### src/rtl/serial_add_ctrl_if.sv
// Operand/result bundle for the bit-serial adder; the controller is the slave,
// whoever requests operations is the master.
interface serial_add_ctrl_if #(
    parameter int WIDTH = 4
);
    logic             start;
    logic [WIDTH-1:0] a;
    logic [WIDTH-1:0] b;
    logic             cin;
    logic             sub;
    logic             busy;
    logic             done;
    logic [WIDTH-1:0] sum;
    logic             cout;
    logic             ovf;

    modport master (
        output start, a, b, cin, sub,
        input  busy, done, sum, cout, ovf
    );

    modport slave (
        input  start, a, b, cin, sub,
        output busy, done, sum, cout, ovf
    );
endinterface

### src/rtl/serial_add_ctrl.sv
// Bit-serial adder/subtractor: one full-adder cell reused LSB first over WIDTH
// cycles, with results published only on the last bit so no partial sum leaks.
module serial_add_ctrl #(
    parameter int WIDTH = 4
) (
    input  logic              clk,
    input  logic              rst,
    serial_add_ctrl_if.slave  bus
);
    localparam int CNT_W = (WIDTH > 1) ? $clog2(WIDTH) : 1;

    typedef enum logic [1:0] {IDLE, RUN, DONE} state_t;

    state_t           state_q, state_d;
    logic [WIDTH-1:0] aSh_q, aSh_d;
    logic [WIDTH-1:0] bSh_q, bSh_d;
    logic [WIDTH-1:0] sumSh_q, sumSh_d;
    logic             carry_q, carry_d;
    logic [CNT_W-1:0] cnt_q, cnt_d;
    logic [WIDTH-1:0] sum_q, sum_d;
    logic             cout_q, cout_d;
    logic             ovf_q, ovf_d;
    logic             busy_q, busy_d;
    logic             done_q, done_d;

    logic cellY;
    logic cellC;
    logic lastBit;

    assign cellY   = aSh_q[0] ^ bSh_q[0] ^ carry_q;
    assign cellC   = (aSh_q[0] & bSh_q[0]) | (carry_q & (aSh_q[0] ^ bSh_q[0]));
    assign lastBit = (cnt_q == CNT_W'(WIDTH - 1));

    always_comb begin
        state_d = state_q;
        aSh_d   = aSh_q;
        bSh_d   = bSh_q;
        sumSh_d = sumSh_q;
        carry_d = carry_q;
        cnt_d   = cnt_q;
        sum_d   = sum_q;
        cout_d  = cout_q;
        ovf_d   = ovf_q;

        unique case (state_q)
            IDLE: begin
                if (bus.start) begin
                    // Subtraction is A + ~B + 1, so the carry flop supplies the +1.
                    aSh_d   = bus.a;
                    bSh_d   = bus.sub ? ~bus.b : bus.b;
                    carry_d = bus.sub ? 1'b1 : bus.cin;
                    cnt_d   = '0;
                    state_d = RUN;
                end
            end
            RUN: begin
                aSh_d   = {1'b0, aSh_q[WIDTH-1:1]};
                bSh_d   = {1'b0, bSh_q[WIDTH-1:1]};
                sumSh_d = {cellY, sumSh_q[WIDTH-1:1]};
                carry_d = cellC;
                cnt_d   = cnt_q + CNT_W'(1);
                if (lastBit) begin
                    // On the last bit carry_q is the carry into the MSB.
                    sum_d   = {cellY, sumSh_q[WIDTH-1:1]};
                    cout_d  = cellC;
                    ovf_d   = carry_q ^ cellC;
                    state_d = DONE;
                end
            end
            DONE: begin
                state_d = IDLE;
            end
            default: begin
                state_d = IDLE;
            end
        endcase

        busy_d = (state_d != IDLE);
        done_d = (state_d == DONE);
    end

    always_ff @(posedge clk) begin
        if (rst) begin
            state_q <= IDLE;
            aSh_q   <= '0;
            bSh_q   <= '0;
            sumSh_q <= '0;
            carry_q <= 1'b0;
            cnt_q   <= '0;
            sum_q   <= '0;
            cout_q  <= 1'b0;
            ovf_q   <= 1'b0;
            busy_q  <= 1'b0;
            done_q  <= 1'b0;
        end else begin
            state_q <= state_d;
            aSh_q   <= aSh_d;
            bSh_q   <= bSh_d;
            sumSh_q <= sumSh_d;
            carry_q <= carry_d;
            cnt_q   <= cnt_d;
            sum_q   <= sum_d;
            cout_q  <= cout_d;
            ovf_q   <= ovf_d;
            busy_q  <= busy_d;
            done_q  <= done_d;
        end
    end

    assign bus.busy = busy_q;
    assign bus.done = done_q;
    assign bus.sum  = sum_q;
    assign bus.cout = cout_q;
    assign bus.ovf  = ovf_q;
endmodule

### src/flat_wrapper.sv
// flat-port wrapper written by rule: the top's interface ports become plain ports
module serial_add_ctrl_flat 
#(
    parameter int WIDTH = 4
)
  (clk, rst, bus_start, bus_a, bus_b, bus_cin, bus_sub, bus_busy, bus_done, bus_sum, bus_cout, bus_ovf);
  serial_add_ctrl_if #(.WIDTH(WIDTH)) bus_i ();
  input  logic clk;
  input  logic rst;
  input wire logic [$bits(bus_i.start)-1:0] bus_start;
  input wire logic [$bits(bus_i.a)-1:0] bus_a;
  input wire logic [$bits(bus_i.b)-1:0] bus_b;
  input wire logic [$bits(bus_i.cin)-1:0] bus_cin;
  input wire logic [$bits(bus_i.sub)-1:0] bus_sub;
  output wire logic [$bits(bus_i.busy)-1:0] bus_busy;
  output wire logic [$bits(bus_i.done)-1:0] bus_done;
  output wire logic [$bits(bus_i.sum)-1:0] bus_sum;
  output wire logic [$bits(bus_i.cout)-1:0] bus_cout;
  output wire logic [$bits(bus_i.ovf)-1:0] bus_ovf;
  assign bus_i.start = bus_start;
  assign bus_i.a = bus_a;
  assign bus_i.b = bus_b;
  assign bus_i.cin = bus_cin;
  assign bus_i.sub = bus_sub;
  assign bus_busy = bus_i.busy;
  assign bus_done = bus_i.done;
  assign bus_sum = bus_i.sum;
  assign bus_cout = bus_i.cout;
  assign bus_ovf = bus_i.ovf;
  serial_add_ctrl #(.WIDTH(WIDTH)) u_core (.clk(clk), .rst(rst), .bus(bus_i));
endmodule
### config.mk
export PLATFORM = sky130hd
export DESIGN_NAME = serial_add_ctrl_flat
export DESIGN_NICKNAME = d
export VERILOG_FILES = /design/src/rtl/serial_add_ctrl_if.sv /design/src/rtl/serial_add_ctrl.sv /design/src/flat_wrapper.sv
export SDC_FILE = /design/constraint.sdc
export NUM_CORES = 1
export LEC_CHECK = 0
export ABC_AREA = 1
export BUFFER_PORTS_ARGS = -buffer_cell sky130_fd_sc_hd__clkbuf_2
export CORE_ASPECT_RATIO = 1.2
export CORE_MARGIN = 1.5
export CORE_UTILIZATION = 45
export DETAILED_ROUTE_END_ITERATION = 12
export PLACE_DENSITY_LB_ADDON = 0.3
export RECOVER_POWER = 50
export SETUP_SLACK_MARGIN = 0.02
export SYNTH_ARGS = -nofsm -noshare
export SYNTH_HDL_FRONTEND = slang
export SYNTH_SLANG_ARGS = --single-unit
### constraint.sdc
create_clock -name clk -period 1.6 [get_ports clk]
set_input_delay 0 -clock clk [delete_from_list [all_inputs] [get_ports clk]]
set_output_delay 0 -clock clk [all_outputs]
set_load 0.02 [all_outputs]
==> results by group <==
Status
  • Status: complete, no violations

CTS
  • CTS clk-pin slew, worst paths: 0.13 ns
  • Later-pin clock latency in the skew report: 0.31 ns
  • CTS tree: built
  • CTS sink cnt: 24
  • H-tree depth: 1
  • Setup Fix Bufs, Post-CTS: 0
  • Clock Tree Root: clkbuf_4
  • Total CTS buffers: 3
  • Clock Path Buffers: 2

STA
  • Setup TNS: 0 ns
  • Post-layout minimum cycle time: 1.237 ns
  • Final setup fails: 0
  • RSZ-0062 raised after global routing: false
  • Worst slew pin tran: 0.3780 ns
  • Clock skew: 0.003510 ns
  • Fmax: 808.6 MHz
  • Hold Vio Cnt, Final: 0
  • Setup ws final: between 0.3 and 0.4 ns
  • Slew HR: 74.78%
  • Fin. max-slew vios: 0
  • Tcrit/Tclk final: 77.29%

Layout
  • Area Growth Syn to Fin: 15.74%
  • Fraction of layout instances using a drive strength above 1: about an eighth
  • # diodes: 0
  • Most common cell after layout, fill and taps aside: nor2_1
  • Final cell area excluding filler cells: between 1000 and 1500 sq um
  • Most frequent cells in the layout: 35 x nor2_1, 31 x nand2_1, 24 x dfxtp_1, 13 x inv_1, 12 x clkbuf_2
  • Fillers: 222
  • Final nets: 183

Floorplanning
  • Die Area: 2594 sq um
  • Core area: 2117 sq um
  • Die Height: 55.50 microns
  • Die Width: 46.75 microns
  • Initial Utilization: 48.82%
  • Cell row count: 18
  • I/O pin cnt: 21

Placement
  • PortBufs: 20
  • Post-DP Area: 1152 sq um
  • GPL Wtd Cong: 0.7806
  • HPWL Detailed: around 1.6 mm
  • Place WS: 0.4006 ns

Power
  • Leakage Power: 0.5931 nW
  • Pwr per Cell Area: 913.9 nW/um^2
  • Peak VDD IR: 0.6253 mV

Detailed routing
  • Via count: 929
  • DR iter-0 viols: 19
  • Vias per cell: ~4.7
  • Final WL: between 2 and 2.5 mm
  • First drt pass iteration count: 4
  • Routed wire per std cell: around 10 microns
  • Residual DRC: 0
  • Post-route ant nets: 0

Setup path
  • Startpoint types: flop
  • Worst setup EP type: flop
  • CP required: 1.87 ns
  • CP Max Fanout: 12
  • Crit path kind: reg2reg
  • Arrival @ worst endpoint: 1.50 ns

Synthesis
  • Ys Warns: 0
  • Syn Nets: roughly 160
  • Synthesized flop and latch total: 24
  • Synth top area share: 46.49%
  • Synth Cell Area: 1033 sq um
  • Cells after Synth: around 140
  • Share of the yosys chip area belonging to registers: between 40% and 50%
  • Post-synth cell types: 19
  • Synth area leaders: dfxtp_1 46%, nor2_1 13%, nand2_1 11%, nand3_1 5.3%, o21ai_0 4.8%
  • Cell taking the most area after synthesis: dfxtp_1
  • Synthesized area per cell: 7.177 sq um

Flow run
  • Max cap viols: 0

GRT
  • GRT Util Overall: 18.04%
  • Antenna violations before repair: 0
  • GR Overflow Total: 0
  • First-pass GRT wire length: 3.588 mm
  • Vias in the first global route: approximately 900
  • Pin count of the biggest net entering global routing: 14

Hold path
  • HP Class: in2reg
-- cell usage after synthesis --
library cell,n
o21ai_0,10
nand2_2,4
inv_1,11
and3_1,1
xnor2_1,1
ha_1,1
nand2_1,30
dfxtp_1,24
a21oi_1,5
clkinv_1,1
nor2_4,1
clkbuf_1,2
xor2_1,1
nand2_4,1
inv_2,3
fa_1,1
nand3_1,11
buf_6,1
nor2_1,35
-- per-stage QoR --
stage	hold slack, ns	total power [W]	utilization [%]	std cells
floorplan	0.06907	0.0007507	-	144
global placement	0.2371	0.0007869	54.43	191
detailed placement	0.2410	0.0007926	54.43	191
CTS	0.01229	0.001103	57.09	197
global route	0.03506	0.001148	56.50	197
finish	0.01625	0.001093	56.50	197
-- sequential cells by signal, indices dropped and copies added, names as in the netlist, 2 cells and up --
register,flops
u_core.bus.sum,4
u_core.bSh_q,4
u_core.aSh_q,4
u_core.cnt_q,2
u_core.sumSh_q,3
u_core.state_q,2
-- final timing paths --
check | depth (start not counted) | slack (ns) | end | start
max | 7 | 0.36 | u_core.aSh_q[0] | u_core.state_q[1]
min | 5 | 0.02 | u_core.aSh_q[0] | bus_a[0]
max reg2reg | 7 | 0.36 | u_core.aSh_q[0] | u_core.state_q[1]
min reg2reg | 2 | 0.47 | u_core.aSh_q[3] | u_core.aSh_q[3]
-- power breakdown --
part           total, W  switching (W)  internal (W)
clock network  0.000313       0.000174      0.000139
logic          0.000135      0.0000820     0.0000534
registers      0.000645      0.0000192      0.000626
total           0.00109       0.000275      0.000818
-- kinds of logic (layout without fill, tap and decap cells) --
group / count (synthesis) / after routing / share of synthesized area (%)
AO/OA/AOI/OAI: 15 / 15 / 7.264
XOR/XNOR: 2 / 2 / 1.695
flip-flops: 24 / 24 / 46.49
buffers and inverters: 18 / 41 / 7.264
AND/OR/NAND/NOR: 83 / 83 / 34.14
adder cells (fa/ha/maj): 2 / 2 / 3.148
-- critical path, cell delays in order (launching register included) --
cell     delay (ns)
dfxtp_1        0.37
inv_1          0.13
nand2_4        0.10
inv_1          0.31
nand2_1        0.09
nand3_1        0.09
nand2_1        0.05
inv_1          0.05
-- routing by layer --
metal  global-route usage (%)  share of wire [%]  vias up
met5                        0                  0        -
met4                    5.952                1.5        0
met3                    3.268                3.6        4
met2                    30.56                 51       19
met1                    22.09                 44      414
li1                         -                  -      492
-- area by class of cell --
type	count	area, sq um	share of cell area (%)
clock buffers	4	36.28	3.033
well taps	30	37.54	3.138
multi-input cells	102	475.5	39.75
inverters	15	56.30	4.707
repair buffers	22	110.1	9.205
flip-flops and latches	24	480.5	40.17
-- what timing repair did --
action / CTS / global route
resized for setup: 0 / 0
hold buffers: 2 / 0
endpoints found under the setup margin: 0 / 0
hold endpoints to repair: 2 / 0
Note: power is estimated with default switching activity, not from simulation.
